<file path="src/rtl/microwave_ctrl.sv">
// microwave_ctrl: keypad entry, BCD countdown and magnetron control for a microwave oven
// Inputs: clk, resetn (async, active-low), BCD_IN/loadn keypad digit and strobe,
//   pgt_1hz seconds tick, startn/stopn/clearn buttons (active-low), door_closed.
// Outputs: min_ones/sec_tens/sec_ones BCD time, mag_on, enablen (keypad enable), done.
module microwave_ctrl (
  input  logic       clk,
  input  logic       resetn,
  input  logic [3:0] BCD_IN,
  input  logic       loadn,
  input  logic       pgt_1hz,
  input  logic       startn,
  input  logic       stopn,
  input  logic       clearn,
  input  logic       door_closed,
  output logic [3:0] min_ones,
  output logic [3:0] sec_tens,
  output logic [3:0] sec_ones,
  output logic       mag_on,
  output logic       enablen,
  output logic       done
);
  typedef enum logic [1:0] {IDLE, COOK, PAUSE, DONE} state_t;
  state_t     state_q, state_d;
  logic [3:0] min_q, min_d, tens_q, tens_d, ones_q, ones_d;
  logic       loadn_q, pgt_q, startn_q, stopn_q, clearn_q, armed_q;
  logic       mag_on_q, enablen_q, done_q;
  logic       key_ev, tick_ev, start_ev, stop_ev, clr_ev, is_zero, is_one, can_start;
  // armed_q masks the first edge after reset so no event is taken before the second edge
  assign key_ev    = armed_q & loadn_q & ~loadn;
  assign tick_ev   = armed_q & ~pgt_q & pgt_1hz;
  assign start_ev  = armed_q & startn_q & ~startn;
  assign stop_ev   = armed_q & stopn_q & ~stopn;
  assign clr_ev    = armed_q & clearn_q & ~clearn;
  assign is_zero   = {min_q, tens_q, ones_q} == 12'h000;
  assign is_one    = {min_q, tens_q, ones_q} == 12'h001;
  assign can_start = door_closed & ~is_zero;
  assign min_ones  = min_q;
  assign sec_tens  = tens_q;
  assign sec_ones  = ones_q;
  assign mag_on    = mag_on_q;
  assign enablen   = enablen_q;
  assign done      = done_q;
  always_comb begin
    state_d = state_q;
    min_d   = min_q;
    tens_d  = tens_q;
    ones_d  = ones_q;
    case (state_q)
      IDLE: begin
        if (clr_ev) begin
          min_d  = 4'd0;
          tens_d = 4'd0;
          ones_d = 4'd0;
        end else if (!stop_ev && start_ev) begin
          state_d = can_start ? COOK : IDLE;
        end else if (!stop_ev && key_ev && BCD_IN <= 4'd9) begin
          min_d  = tens_q;
          tens_d = ones_q;
          ones_d = BCD_IN;
        end
      end
      COOK: begin
        // clear is not accepted while cooking but still outranks the tick
        if (stop_ev || !door_closed) begin
          state_d = PAUSE;
        end else if (!clr_ev && tick_ev) begin
          if (is_one) begin
            ones_d  = 4'd0;
            state_d = DONE;
          end else if (ones_q != 4'd0) begin
            ones_d = ones_q - 4'd1;
          end else begin
            ones_d = 4'd9;
            tens_d = (tens_q != 4'd0) ? tens_q - 4'd1 : 4'd5;
            min_d  = (tens_q != 4'd0) ? min_q : min_q - 4'd1;
          end
        end
      end
      PAUSE: begin
        if (clr_ev) begin
          state_d = IDLE;
          min_d   = 4'd0;
          tens_d  = 4'd0;
          ones_d  = 4'd0;
        end else if (!stop_ev && start_ev && can_start) begin
          state_d = COOK;
        end
      end
      default: state_d = clr_ev ? IDLE : DONE;
    endcase
  end
  always_ff @(posedge clk or negedge resetn) begin
    if (!resetn) begin
      state_q   <= IDLE;
      min_q     <= 4'd0;
      tens_q    <= 4'd0;
      ones_q    <= 4'd0;
      mag_on_q  <= 1'b0;
      enablen_q <= 1'b0;
      done_q    <= 1'b0;
      loadn_q   <= 1'b1;
      pgt_q     <= 1'b0;
      startn_q  <= 1'b1;
      stopn_q   <= 1'b1;
      clearn_q  <= 1'b1;
      armed_q   <= 1'b0;
    end else begin
      state_q   <= state_d;
      min_q     <= min_d;
      tens_q    <= tens_d;
      ones_q    <= ones_d;
      mag_on_q  <= state_d == COOK;
      enablen_q <= state_d != IDLE;
      done_q    <= state_d == DONE;
      loadn_q   <= loadn;
      pgt_q     <= pgt_1hz;
      startn_q  <= startn;
      stopn_q   <= stopn;
      clearn_q  <= clearn;
      armed_q   <= 1'b1;
    end
  end
endmodule

</file>
<file path="config.mk">
export PLATFORM = sky130hd
export DESIGN_NAME = microwave_ctrl
export DESIGN_NICKNAME = d
export VERILOG_FILES = /design/src/rtl/microwave_ctrl.sv
export SDC_FILE = /design/constraint.sdc
export NUM_CORES = 1
export LEC_CHECK = 0
export ABC_AREA = 1
export BUFFER_PORTS_ARGS = -buffer_cell sky130_fd_sc_hd__buf_4
export CORE_MARGIN = 8
export CORE_UTILIZATION = 38
export DETAILED_ROUTE_END_ITERATION = 12
export HOLD_SLACK_MARGIN = 0.03
export MAX_ROUTING_LAYER = met4
export SYNTH_ARGS = -nofsm -noshare
export SYNTH_HDL_FRONTEND = slang
export SYNTH_SLANG_ARGS = --single-unit
</file>
<file path="constraint.sdc">
create_clock -name clk -period 2 [get_ports clk]
set_input_delay 0.2 -clock clk [delete_from_list [all_inputs] [get_ports clk]]
set_output_delay 0.2 -clock clk [all_outputs]
set_load 0.02 [all_outputs]
</file>
Word-level counts from Yosys, hierarchy flattened
Cells that the tools add are included.
{"block": "op_classes", "add_sub_neg": 3, "order_cmp": 1, "n_reduce_logical": 18, "muxes": 37, "n_bitwise": 17, "n_eq_ne": 13}
{"operator": "$mux 4", "n": 24}
{"operator": "$pmux 4 s3", "n": 3}
{"operator": "$mux 2", "n": 8}
{"operator": "$eq 12x1->1 const B", "n": 1}
{"operator": "$logic_not 12->1", "n": 1}
{"operator": "$ne 2x2->1 const B", "n": 6}
{"operator": "$sub 4x1->4 const B", "n": 3}
{"operator": "$and 1x1->1", "n": 11}
{"operator": "$reduce_and 9->1", "n": 1}
{"operator": "$reduce_and 8->1", "n": 1}
{"operator": "$reduce_bool 4->1", "n": 2}
{"operator": "$ne 3x3->1 const B", "n": 2}
{"operator": "$not 1->1", "n": 6}
{"operator": "$pmux 2 s3", "n": 1}
{"operator": "$reduce_and 6->1", "n": 1}
{"operator": "$logic_and 1x1->1", "n": 5}
{"operator": "$eq 2x1->1 const B", "n": 2}
{"operator": "$eq 2x2->1 const B", "n": 2}
{"operator": "$le 4x4->1 const B", "n": 1}
{"operator": "$logic_not 1->1", "n": 3}
{"operator": "$reduce_bool 3->1", "n": 1}
{"operator": "$logic_not 2->1", "n": 1}
{"operator": "$reduce_bool 2->1", "n": 1}
{"operator": "$logic_or 1x1->1", "n": 1}
{"operator": "$mux 1", "n": 1}
{"block": "word_totals", "in_bits": 12, "output_inout_bits": 15, "word_cells": 102, "ff_bits": 23}

Depth between registers and ports, before layout
{"block": "logic_depth", "word_depth": 9, "ltp_mapped": 12, "mapped_depth_nobuf": 12}

Least setup slack after synthesis
OpenSTA, ideal clock, no wires.
{"block": "synth_timing", "kind": "reg2reg", "start": "register ones_q[0], in the netlist sec_ones[0]", "end": "register tens_q[2], in the netlist sec_tens[2]", "arrival_ns": 1.512, "stages_incl_launch_ff": 10, "synth_period_minus_slack_ns": 1.638, "setup_ns": 0.126, "path_slack_ns": 0.362, "n_path_buf": 0, "cell_sequence": "dfrtp_1 -> inv_1 -> ha_1 -> inv_1 -> nor2_2 -> inv_1 -> o21ai_1 -> nand3_4 -> nor2_1 -> a21oi_1"}
{"block": "synth_via", "elab_chain_cells": 3, "elab_cells_between_ends": 5}
{"item": "start, declared", "line": "24", "source": "logic [3:0] min_q, min_d, tens_q, tens_d, ones_q, ones_d;"}
{"item": "start signal, assigned", "line": "111", "source": "ones_q <= ones_d;"}
{"item": "$eq 12x1->1 / $reduce_bool 4->1 (equally long branches)", "line": "35, 70"}
{"item": "$ne 2x2->1 (no source line)"}
{"item": "$reduce_and 8->1 (no source line) (*)"}
{"item": "end signal, assigned", "line": "110", "source": "tens_q <= tens_d;"}
{"item": "end, declared", "line": "24"}
Mark *: on every way between the ends. The rest lies on a longest branch, timed or not.
A chain may end at the register's enable or synchronous reset.

Worst setup path in the final report
{"block": "layout_timing", "start": "register ones_q[0], in the netlist sec_ones[0]", "end": "register enablen_q, in the netlist enablen"}
{"block": "layout_via", "elab_chain_cells": 8, "elab_cells_between_ends": 15}
{"item": "$logic_not 12->1", "line": "34", "source": "assign is_zero = {min_q, tens_q, ones_q} == 12'h000;"}
{"item": "$not 1->1", "line": "36", "source": "assign can_start = door_closed & ~is_zero;"}
{"item": "$and 1x1->1", "line": "36"}
{"item": "$mux 1 / $logic_and 1x1->1 (equally long branches)", "line": "55, 85"}
{"item": "$mux 2 (on tied branches)", "line": "54, 85"}
{"item": "$mux 2 (on tied branches)", "line": "50, 80"}
{"item": "$pmux 2 s3 (*)", "line": "48", "source": "case (state_q)"}
{"item": "$reduce_bool 2->1 (*)", "line": "113", "source": "enablen_q <= state_d != IDLE;"}
{"item": "end signal, assigned", "line": "99", "source": "enablen_q <= 1'b0;"}
{"item": "end signal, assigned", "line": "113"}
{"item": "end, declared", "line": "26", "source": "logic mag_on_q, enablen_q, done_q;"}
Marks and branches as above.

==> impl_metrics.csv <==
group,metric,value,unit
status,status,"finished, final reports clean",
worst_setup_path,endpoint_kind,"flop",
sta,setup_tns,0,ps
synth,yosys-top-cells-area,"dfrtp_1 (32%), nand2_1 (8.8%), dfstp_2 (7.0%), inv_1 (7.0%), ha_1 (6.7%)",
floorplan,dieArea,6206,um2
power,p_leak,0.0009098,uW
synth,ys_warn_count,0,
synth,syn_area,1498,um2
synth,yosys.area_share.adder,6.683,%
layout,area.growth.synth_to_final,23.06,%
layout,diodes,0,
placement,gp_congestion,0.8992,
synth,synth-compound-area-share,14.37,%
route,drc,0,
sta,fmax,0.5710,GHz
power,ir_drop,0.7556,mV
clock_network,clockBufferDepth,2,
synth,synthesis.nets,216,
global_routing,antenna_found_initial,0,
clock_network,clock-sinks,23,
global_routing,track_usage,11.69,%
clock_network,h-tree-depth,1,
sta,report.final.slew_viol_count,0,
global_routing,grt_pass1_wl,5796,um
worst_setup_path,path_class,"flop to flop",
synth,ys_seq_area_share,38.76,%
synth,synth_top_family_by_area,"simple AND/OR/NAND/NOR gates",
worst_setup_path,slowest_stage,"dfrtp_1",
clock_network,clock_latency,270,ps
global_routing,grt_max_degree,24,
worst_setup_path,cp_cell_sequence,"inv_1 > ha_1 > inv_1 > nor2_4 > nand3_1 > nand2_1 > nand2_1 > nand2_1 > nand4_1 > nand2_1 > nand2_1",
synth,synth-simple-area-share,30.58,%
layout,nNetsFinal,251,
layout,postLayoutCoreUtil,47.44,%
route,via_count,1343,
route,drt-pass1-iter-count,4,
global_routing,first_global_vias,1308,
worst_setup_path,slowest_delay,470,ps
route,wl_per_cell,12.27,um
global_routing,grt-ovfl-total,0,
worst_setup_path,critPathLaunchType,"flop",
worst_setup_path,required,2160,ps
layout,layout-drive-gt1-share,22.61,%
synth,syn_inst,196,
route,drt_iter0_drc,73,
clock_network,post_cts_buffers,0,
synth,synth.largest_area_cell,"dfrtp_1",
floorplan,core_area,3885,um2
floorplan,num_rows,23,
floorplan,die_w,78.78,um
synth,synthXorXnorAreaFrac,1.754,%
worst_setup_path,reg2reg_depth,11,
synth,yosys.cell_types.count,32,
synth,synth_top_cell_area_share,31.75,%
worst_hold_path,min_path_type,"primary input to flop",
sta,setup_viol,0,
placement,hpwlAfterDp,2713,um
clock_network,root_buffer,"clkbuf_8",
clock_network,path_clk_slew,80,ps
sta,hold_viol,0,
synth,synth_area_per_cell,7.641,um2
worst_setup_path,cp_max_fo,7,
worst_hold_path,hold_depth,1,
floorplan,die_height,78.78,um
layout,nFillCells,394,
route,vias_per_cell,4.796,
clock_network,cts_tree,"built",
worst_setup_path,cp_data_arrival_time,1910,ps
floorplan,io_pins,27,
synth,synth-seq-cells,23,
placement,io_buffers,26,
sta,fin_worst_skew,3.709,ps
synth,synth_mux_area_share,0,%
power,power.density,1600,nW/um2
run,drv_cap,0,
worst_setup_path,path_common_cell,"nand2_1",
floorplan,start_util,38.55,%
route,ant_nets,0,
clock_network,numCtsBuffers,3,
sta,period_needed,1751,ps
sta,finalCritPeriodShare,87.57,%
sta,rsz0062_at_grt,"false",
route,routed_wl,3435,um
repair_timing:
| action | CTS | global route |
|---|---|---|
| resized for setup | 0 | 1 |
| hold endpoints to repair | 19 | 2 |
| endpoints found under the setup margin | 0 | 1 |
| hold buffers | 1 | 2 |
stage by stage:
stage / total power, uW / hold WS, ps / std cells / worst slack [ps] / instance area [um2]
2_1_floorplan: 2118 / -95.59 / 196 / 361.6 / 1498
3_3_place_gp: 2655 / 112.0 / 273 / 174.0 / 1763
5_1_grt: 3238 / 32.24 / 280 / 72.54 / 1843
3_5_place_dp: 2649 / 118.6 / 273 / 177.8 / 1763
6_report: 2949 / 40.45 / 280 / 248.6 / 1843
4_1_cts: 2955 / 34.61 / 278 / 160.3 / 1818
worst max-delay path: cells and delay by family (launching register included):
kind | cells | cell delay, ps
simple gates | 8 | 790
fa+ha+maj | 1 | 190
buf+inv | 2 | 200
flops | 1 | 470
cell families after synthesis:
| family | Yosys count |
|---|---|
| DFF | 23 |
| other | 1 |
| buffers and inverters | 30 |
| and+or+nand+nor | 93 |
| adders and majority gates | 8 |
| AOI/OAI and AO/OA | 38 |
| xor gates and xnor gates | 3 |
where the power goes:
part           switching [uW]  internal (uW)  leakage, uW
combinational            1150            718     0.000610
sequential                150            633     0.000277
clock                     155            143    0.0000228
total                    1450           1490     0.000910
final timing paths:
check,slack (ps),endpoint,start
setup reg to reg,250,enablen$_DFF_PN0_,sec_ones[0]$_DFFE_PN0P_
hold reg to reg,540,min_ones[0]$_DFFE_PN0P_,min_ones[0]$_DFFE_PN0P_
setup / recovery,250,enablen$_DFF_PN0_,sec_ones[0]$_DFFE_PN0P_
min in group asynchronous,350,sec_ones[3]$_DFFE_PN0P_,resetn
hold / removal,40,pgt_q$_DFF_PN0_,pgt_1hz
max in group asynchronous,1360,loadn_q$_DFF_PN1_,resetn
synth_stat cells (all sizes together):
library cell,n
nor2,31
conb,1
inv,29
nand3b,1
nand2,40
dfrtp,19
ha,8
nor3,3
dfstp,4
nand3,16
o21ai,10
o211ai,1
clkinv,1
a21oi,18
o22ai,3
a31oi,1
xnor2,2
o32ai,1
a22oi,3
nand4,2
o21a,1
xor2,1
cell type report:
cell class / count / area, um2 / share of cell area (%)
multi-input combinational: 143 / 808.3 / 43.86
sequential: 23 / 580.6 / 31.50
timing repair buffer: 30 / 232.7 / 12.63
inverter: 30 / 113.9 / 6.178
tap: 50 / 62.56 / 3.394
clock buffer: 4 / 45.04 / 2.444
metal layers:
metal	track usage, %	vias to the layer above	routed length [um]	share of wire, %
met5	-	-	0	0
met3	2.144	4	154	4.5
met1	14.73	596	1720	50
met4	5.556	0	68	2.0
met2	17.73	35	1493	43
li1	-	708	-	-
state kept, by name (all words and copies together) (netlist names):
| signal | count |
|---|---|
| loadn_q | 1 |
| sec_ones | 4 |
| startn_q | 1 |
| mag_on | 1 |
| done | 1 |
| min_ones | 4 |
| stopn_q | 1 |
| armed_q | 1 |
| sec_tens | 4 |
| pgt_q | 1 |
| enablen | 1 |
| clearn_q | 1 |
| state_q | 2 |
placed cells by master, fill, tap and decap left out, types with 3 or more instances in the layout:
cell type	instances
nand2_1	35
inv_1	28
buf_4	27
nor2_1	24
dfrtp_1	19
a21oi_1	17
nand3_1	13
o21ai_1	8
ha_1	8
nor2_2	4
nand2_2	4
dfstp_2	4
nor3_1	3
o22ai_1	3
a22oi_1	3
clkbuf_8	3
dlygate4sd3_1	3
Note: power is estimated with default switching activity, not from simulation.
